## config.mk

```make
export PLATFORM = sky130hd
export DESIGN_NAME = fifo_sync
export DESIGN_NICKNAME = d
export VERILOG_FILES = /design/src/rtl/fifo_sync.sv
export SDC_FILE = /design/constraint.sdc
export NUM_CORES = 1
export LEC_CHECK = 0
export BUFFER_PORTS_ARGS = -buffer_cell sky130_fd_sc_hd__buf_2
export CAP_MARGIN = 25
export CORE_MARGIN = 2
export CORE_UTILIZATION = 43
export CTS_CLUSTER_DIAMETER = 150
export DETAILED_ROUTE_END_ITERATION = 6
export GPL_ROUTABILITY_DRIVEN = 0
export PLACE_DENSITY_LB_ADDON = 0.2
export SLEW_MARGIN = 20
export SYNTH_ARGS = -nofsm -noshare
export SYNTH_HDL_FRONTEND = slang
export SYNTH_SLANG_ARGS = --single-unit
```

## constraint.sdc

```tcl
create_clock -name clk -period 12.15 [get_ports clk]
set_input_delay 0.6075 -clock clk [delete_from_list [all_inputs] [get_ports clk]]
set_output_delay 0.6075 -clock clk [all_outputs]
set_load 0.1 [all_outputs]
```

## src/rtl/fifo_sync.sv

```systemverilog
// Synchronous FIFO with a pointer-difference occupancy count and sticky overflow/underflow flags.
// The read port is either first-word-fall-through or registered on pop, chosen by FWFT.
module fifo_sync #(
    parameter int DW        = 104,
    parameter int AW        = 2,
    parameter int AFULL_LVL = (1 << AW) - 1,
    parameter int FWFT      = 1
) (
    input  logic          clk,
    input  logic          reset,
    input  logic          wr_write,
    input  logic [DW-1:0] wr_data,
    input  logic          rd_read,
    output logic [DW-1:0] rd_data,
    output logic          empty,
    output logic          full,
    output logic          almost_full,
    output logic [AW:0]   count,
    output logic          overflow,
    output logic          underflow
);

    localparam int         MD      = 1 << AW;
    localparam logic [AW:0] MD_C    = (AW+1)'(MD);
    localparam logic [AW:0] AFULL_C = (AW+1)'(AFULL_LVL);
    localparam logic [AW:0] ONE_C   = (AW+1)'(1);

    logic [DW-1:0] mem_q [MD];
    logic [AW:0]   wr_ptr_q, wr_ptr_d;
    logic [AW:0]   rd_ptr_q, rd_ptr_d;
    logic          overflow_q, overflow_d;
    logic          underflow_q, underflow_d;
    logic          wr_accept, rd_accept;

    // Flags come purely from the registered pointers; the wrap bit disambiguates full from empty.
    assign count       = wr_ptr_q - rd_ptr_q;
    assign empty       = (count == '0);
    assign full        = (count == MD_C);
    assign almost_full = (count >= AFULL_C);
    assign overflow    = overflow_q;
    assign underflow   = underflow_q;

    // Full is checked on the pre-edge state, so a same-cycle pop never makes room for a write.
    assign wr_accept = wr_write && !full && !reset;
    assign rd_accept = rd_read && !empty && !reset;

    always_comb begin
        wr_ptr_d    = wr_ptr_q;
        rd_ptr_d    = rd_ptr_q;
        overflow_d  = overflow_q;
        underflow_d = underflow_q;
        if (wr_accept) begin
            wr_ptr_d = wr_ptr_q + ONE_C;
        end
        if (rd_accept) begin
            rd_ptr_d = rd_ptr_q + ONE_C;
        end
        if (wr_write && full) begin
            overflow_d = 1'b1;
        end
        if (rd_read && empty) begin
            underflow_d = 1'b1;
        end
    end

    always_ff @(posedge clk) begin
        if (reset) begin
            wr_ptr_q    <= '0;
            rd_ptr_q    <= '0;
            overflow_q  <= 1'b0;
            underflow_q <= 1'b0;
        end else begin
            wr_ptr_q    <= wr_ptr_d;
            rd_ptr_q    <= rd_ptr_d;
            overflow_q  <= overflow_d;
            underflow_q <= underflow_d;
        end
    end

    // Storage is deliberately left out of reset so it maps onto plain RAM.
    always_ff @(posedge clk) begin
        if (wr_accept) begin
            mem_q[wr_ptr_q[AW-1:0]] <= wr_data;
        end
    end

    generate
        if (FWFT != 0) begin : g_fwft
            assign rd_data = mem_q[rd_ptr_q[AW-1:0]];
        end else begin : g_reg_read
            logic [DW-1:0] rd_data_q;

            always_ff @(posedge clk) begin
                if (reset) begin
                    rd_data_q <= '0;
                end else if (rd_accept) begin
                    rd_data_q <= mem_q[rd_ptr_q[AW-1:0]];
                end
            end

            assign rd_data = rd_data_q;
        end
    endgenerate

endmodule

```

## Word-level counts from Yosys, hierarchy flattened

Memories as Yosys holds them, arrays and structs flattened. A register that Yosys moved wholly into a read port is not among the register bits.
Cells that the tools add are included.

- Register bits after elaboration: 8
- Latch bits: 0
- RAM bits: 416
- Bits in read-only memories: 0
- Input bits: 108
- Output and inout port bits: 112
- Word-level logic and storage cells: 24
- Memories kept: 1

Memories:

| memory | words | bits a word | rd ports | clocked after Yosys merged registers in | wr ports | line | source |
|---|---|---|---|---|---|---|---|
| mem_q | 4 | 104 | 1 | 1 | 1 | 28 | `logic [DW-1:0] mem_q [MD];` |

- Add/subtract/negate cells: 3
- Multiply operators: 0
- Divide/modulo/power cells: 0
- Order comparisons: 1
- Equal/unequal tests: 1
- Shifts and indexed selects: 0
- Muxes and demuxes: 4
- Bitwise logic cells: 0
- Reductions and logical operators: 10

Operator list:

| kind | count |
|---|---|
| $add A3 B1 Y3 const B | 2 |
| $logic_and A1 B1 Y1 | 6 |
| $mux W2 | 2 |
| $eq A3 B3 Y1 const B | 1 |
| $ge A3 B2 Y1 const B | 1 |
| $logic_not A1 Y1 | 3 |
| $logic_not A3 Y1 | 1 |
| $sub A3 B3 Y3 | 1 |
| $mux W1 | 2 |

## Logic depth before layout (Yosys ltp)

Gate-level depths: netlist of the first run.

- Depth in word-level cells: 7
- Mapped depth: 7
- Depth with buffers taken out: 7

## Worst setup path after synthesis of the first run

Ideal clock, no wire load.

- Path kind: register to register
- Start point: register wr_ptr_q[0]
- End point: memory mem_q[0][0] (enable)
- Arrival time: 9.081 ns
- Setup slack: 2.353 ns
- Cell stages (with the launch flop): 7
- Path through: dfxtp_1 > inv_1 > ha_1 > fa_1 > xnor3_2 > o21ai_1 > nor3b_1

- Word-level cells in the longest chain between the ends: 7

Ends and longest elaborated chain:

| item | line | source |
|---|---|---|
| from (decl) | 29 | `logic [AW:0] wr_ptr_q, wr_ptr_d;` |
| from (signal assigned) | 73 | `wr_ptr_q <= wr_ptr_d;` |
| $sub A3 B3 Y3 | 36 | `assign count = wr_ptr_q - rd_ptr_q;` |
| $eq A3 B3 Y1 | 38 | `assign full = (count == MD_C);` |
| $logic_not A1 Y1 | 44 | `assign wr_accept = wr_write && !full && !reset;` |
| $logic_and A1 B1 Y1 (2 in series) | 44 |  |
| $mux W1 | 82 | `if (wr_accept) begin` |
| $mux W1 (not written as such) | 83 | `mem_q[wr_ptr_q[AW-1:0]] <= wr_data;` |
| to (decl) | 28 |  |

Parallel ways exist; a longest one is shown, timed or not.

## Worst setup path in the final report of the first run

- Start point: register wr_ptr_q[0]
- End point: memory mem_q[0][55] (enable)

The elaborated chain is that of the path after synthesis.

==> results.md, run 1 <==
* Status: finished with violations
* Failing checks: DRC
* Fin crit period at between 3 and 4 ns
* CORE AREA at 0.03566 mm²
* Synthesized area per cell at ~26 µm²
* Grt total ovfl at 0
* GRT Overall Usage at roughly 16%
* CP top delay family: buffers and inverters
* Final worst slack at ~8.4 ns
* Yosys Warn Count at 0
* Total routed wirelength at between 20 and 30 mm
* F_max at between 0.2 and 0.3 GHz
* IO Port Bufs at 219
* FF+latch count, synth at 426
* Post-synthesis compound-gate area fraction at 0.5375%
* Clk slew on worst S/H paths at ~0.060 ns
* CTS tree: yes
* First-pass GRT wire length at approximately 44 mm
* MaxCap Viol Count at 0
* Post-synthesis adder-cell area fraction at 0.6097%
* Reg-to-reg startpoint: wr_ptr_q[0]
* Distinct cells, synth at 29
* Hold Path Cell Cnt at 1
* CP arrival at slightly below 4 ns
* RSZ-0062 raised after global routing: no
* Final setup fails at 0
* Mux contribution to synthesized area at between 10% and 20%
* CTS root buffer: clkbuf_16
* Largest net degree at the start of global routing at between 60 and 70
* # DRC at 26
* Post-CTS Setup Bufs at 0
* Hold_buf cts at 0
* Syn Inst Count at 609
* Number of buffers created by CTS at 44
* Crit Path Max Fanout at 55
* Area added between synthesis and finish at 20.07%
* Fraction of the yosys area taken by sequential cells at between 80% and 90%
* Largest family of logic cells by synthesized area: multiplexers
* Sum of negative setup slack at 0 ns
* Critical path class: flip-flop to flip-flop
* Die Wd at just under 200 µm
* Total Nets Final at roughly 1000
* R2r worst-path depth at 8
* Final period util at a little under a third
* Setup Skew at approximately 0.011 ns
* Max_slew headroom at between 30% and 40%
* Worst Max-Slew Pin Slew at approximately 0.95 ns
* Slowest Stage Delay on Critical Path at 0.74 ns
* Hold_sp: wr_data[94]
* XOR/XNOR Fraction of Synth Area at less than 1%
* I/O Pins at 220
* Detailed-placement wirelength estimate at about 17 mm
* Via-to-Cell Ratio at 5.132
* Area of the die at about 0.038 mm²
* Net Count, Synth at roughly 720
* R2r setup slk at ~8.4 ns
* Post-CTS sizing at 0
* Worst-skew pair later-pin latency at roughly 0.55 ns
* Slowest-stage cell, CP: buf_4
* Dpl ws at 8.321 ns
* Hold Path End: mem_q[2][94]
* Clock H-tree levels at 2
* RR Endpoint: mem_q[0][55]
* Crit path cell chain: inv_1 > ha_1 > fa_1 > xnor3_2 > o21ai_1 > nor3b_2 > buf_4 > buf_4
* Initial antenna violation count at 5
* Vias in the first global route at 7510
* Hold Fails Final Rpt at 0
* Worst min path class: input port to flip-flop
* Die height at 194.5 µm
* Initial Util at 43.74%
* Max-slew violation count at 0
* CTS sink cnt at approximately 430
* WP data required at between 10 and 15 ns
* Post-synthesis simple-gate area fraction at less than 1%
* Clock buffer depth at 3
* DRT iter0 DRCs at between 400 and 500
* Startpoint types: flip-flop
* Layout cell share with drive strength beyond 1 at approximately 47%
* Most frequent CP cell: buf_4
* Iteration count of the initial detailed-routing pass at 7
* Via Count at about 6900
* Wire per inst at approximately 21 µm
* Worst path buffer plus inverter count at 3
* Antenna Nets Post-Route at 0
* Site Rows at just under 70
* Crit end category: flip-flop
* Mapped Area at 0.01560 mm²
[cell families after synthesis]
group | Yosys count
AO/OA/AOI/OAI | 10
XOR/XNOR | 1
adder cells (fa/ha/maj) | 7
buffers and inverters | 33
flip-flops | 426
multiplexers | 110
AND/OR/NAND/NOR | 22
[cell usage after synthesis]
library cell	number	area (µm²)
and4bb_2	1	12.51
nand2b_1	4	25.02
nor2b_1	2	12.51
a21boi_2	1	11.26
mux2_1	2	22.52
a211o_1	1	8.760
inv_4	1	6.260
clkbuf_1	13	48.80
nor2_1	7	26.28
mux2_4	2	30.03
ha_1	6	75.07
edfxtp_1	416	12490
o311ai_1	1	8.760
fa_1	1	20.02
a21oi_2	1	8.760
inv_1	6	22.52
o21ai_1	2	10.01
mux4_2	104	2342
nor3b_1	4	30.03
buf_2	5	25.02
a31oi_1	2	12.51
mux2i_1	2	20.02
and2_2	1	7.510
nand2_1	3	11.26
dfxtp_1	10	200.2
xnor3_2	1	23.77
o21ai_0	1	5.000
a21boi_4	1	18.77
buf_4	8	60.06
[area by class of cell]
cell class                 count  area (µm²)
fill                        2747       16930
clock buffer                  54        1190
multi-input combinational    150        2763
antenna                        1       2.502
timing repair buffer         231        1199
tap                          461       576.8
sequential                   426       12700
inverter                       7       28.78
clock inverter                22       269.0
[registers in the layout, indices dropped and copies added, names as in the netlist, named ones only]
signal / cells
mem_q: 416
rd_ptr_q: 3
wr_ptr_q: 3
overflow: 1
underflow: 1
[per-layer routing]
layer  wire, µm  vias to the layer above  GRT usage, %
met5         65                        -             0
met4        630                       10         5.385
met3       2556                       55         5.466
met2      13550                      203         24.55
met1      11940                     3562         20.37
li1           -                     3109             -
[how the worst max path moves through the flow]
stage / from / slack [ns] / cells past startpoint / to
floorplan: wr_ptr_q[0] / 2.35 / 6 / mem_q[0][0]
global placement: wr_ptr_q[0] / 8.38 / 8 / mem_q[1][21]
detailed placement: wr_ptr_q[0] / 8.32 / 8 / mem_q[0][13]
CTS: wr_ptr_q[0] / 8.31 / 8 / mem_q[0][9]
global route: wr_ptr_q[0] / 8.10 / 8 / mem_q[1][28]
finish: wr_ptr_q[0] / 8.38 / 8 / mem_q[0][55]
[cells in the final DEF (no fill, tap or decap), types with 6 or more instances in the layout]
master	Yosys	final
buf_2	5	219
buf_4	8	11
bufinv_16	0	6
clkbuf_1	13	6
clkbuf_16	0	45
clkinv_1	0	6
clkinv_2	0	7
dfxtp_1	10	8
edfxtp_1	416	416
ha_1	6	6
inv_1	6	6
mux4_2	104	104
nor2_1	7	7
[per-stage QoR]
stage | cell area (µm²) | util, % | hold slack (ns) | cells
2_1_floorplan | 15600 | - | 0.4817 | 609
3_3_place_gp | 17250 | 48.37 | 0.4924 | 1274
5_1_grt | 18730 | 52.52 | 0.2462 | 1351
3_5_place_dp | 17250 | 48.37 | 0.4991 | 1274
4_1_cts | 18710 | 52.46 | 0.2306 | 1350
6_report | 18730 | 52.52 | 0.2697 | 1352
Power of run 1 is not shown: default switching activity piles up to over one toggle a cycle in this logic, so the estimate is an artifact.
==> inputs of run 2 (changes only) <==
- clock period: 12.15 -> 3.9 ns (I/O delays scaled with it)
==> run 2 against run 1 <==
Net effect: the run still ends with DRC left; clock-buffer cell count increased by 1; register-to-register slack got worse by 7.2 ns; first-iteration DRC count down 4.1%; final area up 6.3%; die area did not move; wire length grew 8.9%; via count increased by 7.9%; sequential cell count unchanged; critical path depth decreased by 5; global-route usage increased by 1.2 points; setup slack got worse by 7.4 ns; critical endpoint is now rd_data[74]; largest cell class unchanged.
==> results.md, run 2 (synthesized netlist as in run 1, its figures left out) <==
* Die Wd at about 190 µm
* Startpoint types: flip-flop
* Initial Util at 43.74%
* Post-CTS Setup Bufs at 0
* F_max at 0.3470 GHz
* Iteration count of the initial detailed-routing pass at 6
* Status: finished with violations
* WP data required at around 3.7 ns
* Wire per inst at roughly 21 µm
* Worst-skew pair later-pin latency at about 0.56 ns
* Crit end category: output pin
* Antenna Nets Post-Route at 0
* Final setup fails at 0
* CTS sink cnt at about 430
* Total routed wirelength at 31.30 mm
* Clk slew on worst S/H paths at around 0.060 ns
* # DRC at 14
* R2r worst-path depth at 7
* Total Nets Final at 1083
* M3 GR Usage at 5.223%
* Vias in the first global route at ~8200
* CP arrival at ~2.7 ns
* Layout cell share with drive strength beyond 1 at between 40% and 50%
* Crit Path Max Fanout at 37
* Die height at 194.5 µm
* Largest net degree at the start of global routing at 80
* Hold_sp: reset
* Clock buffer depth at 3
* Most frequent cells in the layout: edfxtp_1, buf_2, dlygate4sd3_1
* RSZ-0062 raised after global routing: no
* DRT iter0 DRCs at ~420
* Area added between synthesis and finish at 27.66%
* IO Port Bufs at 219
* Detailed-placement wirelength estimate at roughly 18 mm
* Global-route met1 utilization at approximately 22%
* Setup Skew at 0.01774 ns
* Critical path class: flip-flop to output pin
* Clock H-tree levels at 2
* Hold Path Cell Cnt at 2
* I/O Pins at 220
* Max reg flops at 416
* Grt total ovfl at 0
* Max-slew violation count at 0
* Final period util at between 70% and 80%
* Via-to-Cell Ratio at just over 5
* Failing checks: DRC
* GRT Overall Usage at approximately 17%
* Fin crit period at between 2 and 3 ns
* MaxCap Viol Count at 0
* Reg-to-reg startpoint: wr_ptr_q[0]
* Worst hold margin at 0.05297 ns
* CTS root buffer: clkbuf_16
* Hold Path End: underflow
* Site Rows at 69
* Commonest non-fill, non-tap cell in the layout: edfxtp_1
* Post-CTS sizing at 0
* R2r setup slk at about 1.2 ns
* Hold_buf cts at ~110
* GR Layer Usage met2 at between 20% and 30%
* Max_slew headroom at ~45%
* Initial antenna violation count at 4
* Worst Max-Slew Pin Slew at 0.8206 ns
* Worst min path class: input port to flip-flop
* Grt peak-use layer: met2
* Hold Fails Final Rpt at 0
* First-pass GRT wire length at 47.83 mm
* Via Count at around 7500
* CORE AREA at 0.03566 mm²
* Number of buffers created by CTS at 45
* RR Endpoint: mem_q[2][42]
* Area of the die at around 0.038 mm²
* CTS tree: yes
[run 2: cell types whose count changed in the layout (fill, tap and decap cells not counted), moves of 2 or more]
cell,delta
bufinv_16,-2
clkbuf_1,+3
nor3b_4,+4
clkinv_1,+3
clkinv_2,-2
nor3b_2,-4
buf_4,-6
buf_12,+7
clkbuf_8,-3
dlygate4sd3_1,+106
[run 2: layer usage]
metal,wire length (µm),part of all wire (%)
met1,13270,42
met2,15100,48
met3,2273,7.3
met4,616,2.0
met5,28,0.089
[run 2: area by class of cell]
| cell class | instances | area, µm² |
|---|---|---|
| clock buffers | 55 | 1185 |
| inverters | 7 | 28.78 |
| diodes | 2 | 5.005 |
| clock inverters | 24 | 246.5 |
| multi-input cells | 150 | 2814 |
| well taps | 461 | 576.8 |
| flip-flops and latches | 426 | 12700 |
| fillers | 2688 | 15740 |
| repair buffers | 338 | 2355 |
[run 2: worst max-delay path by stage]
stage / end / slack, ns / cells past startpoint
floorplan: mem_q[3][0] / -0.58 / 6
global placement: mem_q[2][88] / 1.22 / 7
detailed placement: mem_q[2][97] / 1.20 / 7
CTS: rd_data[69] / 0.90 / 3
global route: rd_data[69] / 0.82 / 3
finish: rd_data[74] / 1.02 / 3
[run 2: worst max-delay path, stage by stage (launching register included)]
cell     delay [ns]
dfxtp_4        0.88
buf_12         0.33
mux4_2         0.55
buf_2          0.31
[run 2: through the flow]
| stage | setup WS, ns | std cells | util [%] | area (µm²) | TNS [ns] |
|---|---|---|---|---|---|
| after floorplan | -0.5849 | 609 | - | 15670 | -232.37 |
| after global placement | 1.222 | 1276 | 48.84 | 17410 | 0 |
| after detailed placement | 1.199 | 1276 | 48.84 | 17410 | 0 |
| after CTS | 0.9028 | 1461 | 55.83 | 19910 | 0 |
| after global routing | 0.8234 | 1463 | 55.84 | 19910 | 0 |
| final | 1.018 | 1463 | 55.84 | 19910 | 0 |
Power of run 2 is left out for the same reason.
==> inputs of run 3 (changes only) <==
- clock period: 3.9 -> 2.5 ns (I/O delays scaled with it)
==> run 3 against run 2 <==
Net effect: the flow still finishes with violations (DRC); sequential cell count did not move; hold slack better by 0.080 ns; register-to-register slack got worse by 1.1 ns; final area up 1.5%; first-iteration DRC count fell by 5.3%; clock-buffer cell count up 2; sequential share of layout area decreased by 0.91 points; non-clock buffer count grew 23; final cell count up 1.4%.
==> results.md, run 3 (synthesized netlist as in run 1, its figures left out) <==
* MaxCap Viol Count at 0
* Most frequent cells in the layout: edfxtp_1, buf_2, dlygate4sd3_1
* Reg-to-reg startpoint: wr_ptr_q[0]
* Failing checks: DRC
* CTS root buffer: clkbuf_16
* Hold Path End: wr_ptr_q[2]
* Initial Util at about 44%
* Largest net degree at the start of global routing at 58
* Slowest Stage Delay on Critical Path at around 0.36 ns
* DRT iter0 DRCs at just under 400
* # DRC at 28
* Max reg flops at 416
* GRT Overall Usage at 17.20%
* Site Rows at 69
* Detailed-placement wirelength estimate at slightly below 20 mm
* Worst min path class: input port to flip-flop
* Vias in the first global route at a little over 8000
* Via-to-Cell Ratio at 5.053
* Initial antenna violation count at 2
* Number of buffers created by CTS at 44
* F_max at 0.4186 GHz
* First-pass GRT wire length at ~49 mm
* Clock H-tree levels at 2
* Setup Skew at between 0.01 and 0.015 ns
* Worst-skew pair later-pin latency at between 0.5 and 0.6 ns
* CORE AREA at roughly 0.036 mm²
* Crit end category: output pin
* Final worst slack at 0.1109 ns
* Worst Max-Slew Pin Slew at approximately 0.56 ns
* Grt total ovfl at 0
* Final setup fails at 0
* Hold Path Cell Cnt at 3
* Critical Path Source: wr_ptr_q[0]
* R2r worst-path depth at 7
* Crit path cell chain: inv_2 > ha_4 > fa_2 > xnor3_2 > buf_6 > nor2_2 > buf_12
* Slowest-stage cell, CP: dfxtp_2
* Layout cell share with drive strength beyond 1 at about 43%
* WP data required at about 2.4 ns
* IO Port Bufs at about 220
* Final period util at about 96%
* Critical path class: flip-flop to output pin
* Crit Path Max Fanout at 6
* Die height at a little under 200 µm
* Total Nets Final at approximately 1100
* Clock buffer depth at 3
* Hold_sp: reset
* Dpl ws at about 0.13 ns
* RSZ-0062 raised after global routing: no
* Max_slew headroom at 63.10%
* Max-slew violation count at 0
* I/O Pins at between 200 and 250
* CP arrival at ~2.3 ns
* Total routed wirelength at roughly 32 mm
* CTS sink cnt at about 430
* Die Wd at approximately 190 µm
* Area added between synthesis and finish at 29.51%
* CTS tree: yes
* R2r setup slk at roughly 0.15 ns
* Fin crit period at roughly 2.4 ns
* Startpoint types: flip-flop
* Status: finished with violations
* Wire per inst at between 20 and 25 µm
* Iteration count of the initial detailed-routing pass at 7
* Clk slew on worst S/H paths at around 0.060 ns
* Commonest non-fill, non-tap cell in the layout: edfxtp_1
* Via Count at around 7500
* Area of the die at 0.03781 mm²
* RR Endpoint: mem_q[3][69]
* Hold Fails Final Rpt at 0
* Antenna Nets Post-Route at 0
==> run 3: worst max-delay path, delay by kind of cell, from the launching register on <==
kind          cells  cell delay, ns
buf+inv           3            0.43
fa+ha+maj         2            0.48
simple gates      1            0.17
flops             1            0.36
xor+xnor          1            0.27
==> run 3: worst max path at each step <==
stage | endpoint | slack, ns | cells past startpoint
CTS | almost_full | 0.01 | 7
global route | rd_data[52] | 0.002 | 3
floorplan | mem_q[3][0] | -1.98 | 6
global placement | mem_q[3][50] | 0.15 | 7
detailed placement | mem_q[0][59] | 0.13 | 7
finish | full | 0.11 | 7
==> run 3: cell type report <==
class | instances | area [µm²]
tap | 461 | 576.8
clock buffer | 57 | 1201
multi-input combinational | 150 | 2820
inverter | 7 | 28.78
timing repair buffer | 361 | 2725
clock inverter | 20 | 142.6
antenna | 2 | 5.005
fill | 2644 | 15450
sequential | 426 | 12700
==> run 3: layer usage <==
layer | global-route usage, % | part of all wire [%] | vias up | wire length (µm)
li1 | - | - | 3374 | -
met1 | 22.37 | 42 | 3859 | 13270
met2 | 28.04 | 49 | 212 | 15550
met3 | 5.709 | 7.7 | 51 | 2453
met4 | 4.530 | 1.8 | 2 | 586
met5 | 0 | 0.022 | - | 7
==> run 3: timing repair <==
action	CTS	global route
buffers inserted	0	2
endpoints found under the hold margin	419	0
gates cloned	0	1
pin swaps	0	1
gates resized for setup	9	10
hold buffers	108	0
endpoints found under the setup margin	12	18
==> run 3: stage by stage <==
| step | hold WS, ns | TNS, ns | instances | cell area, µm² | utilization [%] |
|---|---|---|---|---|---|
| 2_1_floorplan | 0.2239 | -815.64 | 609 | 15670 | - |
| 3_3_place_gp | 0.3397 | 0 | 1294 | 17660 | 49.54 |
| 3_5_place_dp | 0.3412 | 0 | 1294 | 17660 | 49.54 |
| 4_1_cts | 0.09057 | 0 | 1479 | 20110 | 56.41 |
| 5_1_grt | 0.1287 | 0 | 1482 | 20200 | 56.64 |
| 6_report | 0.1326 | 0 | 1484 | 20200 | 56.66 |
Power of run 3 is left out for the same reason.
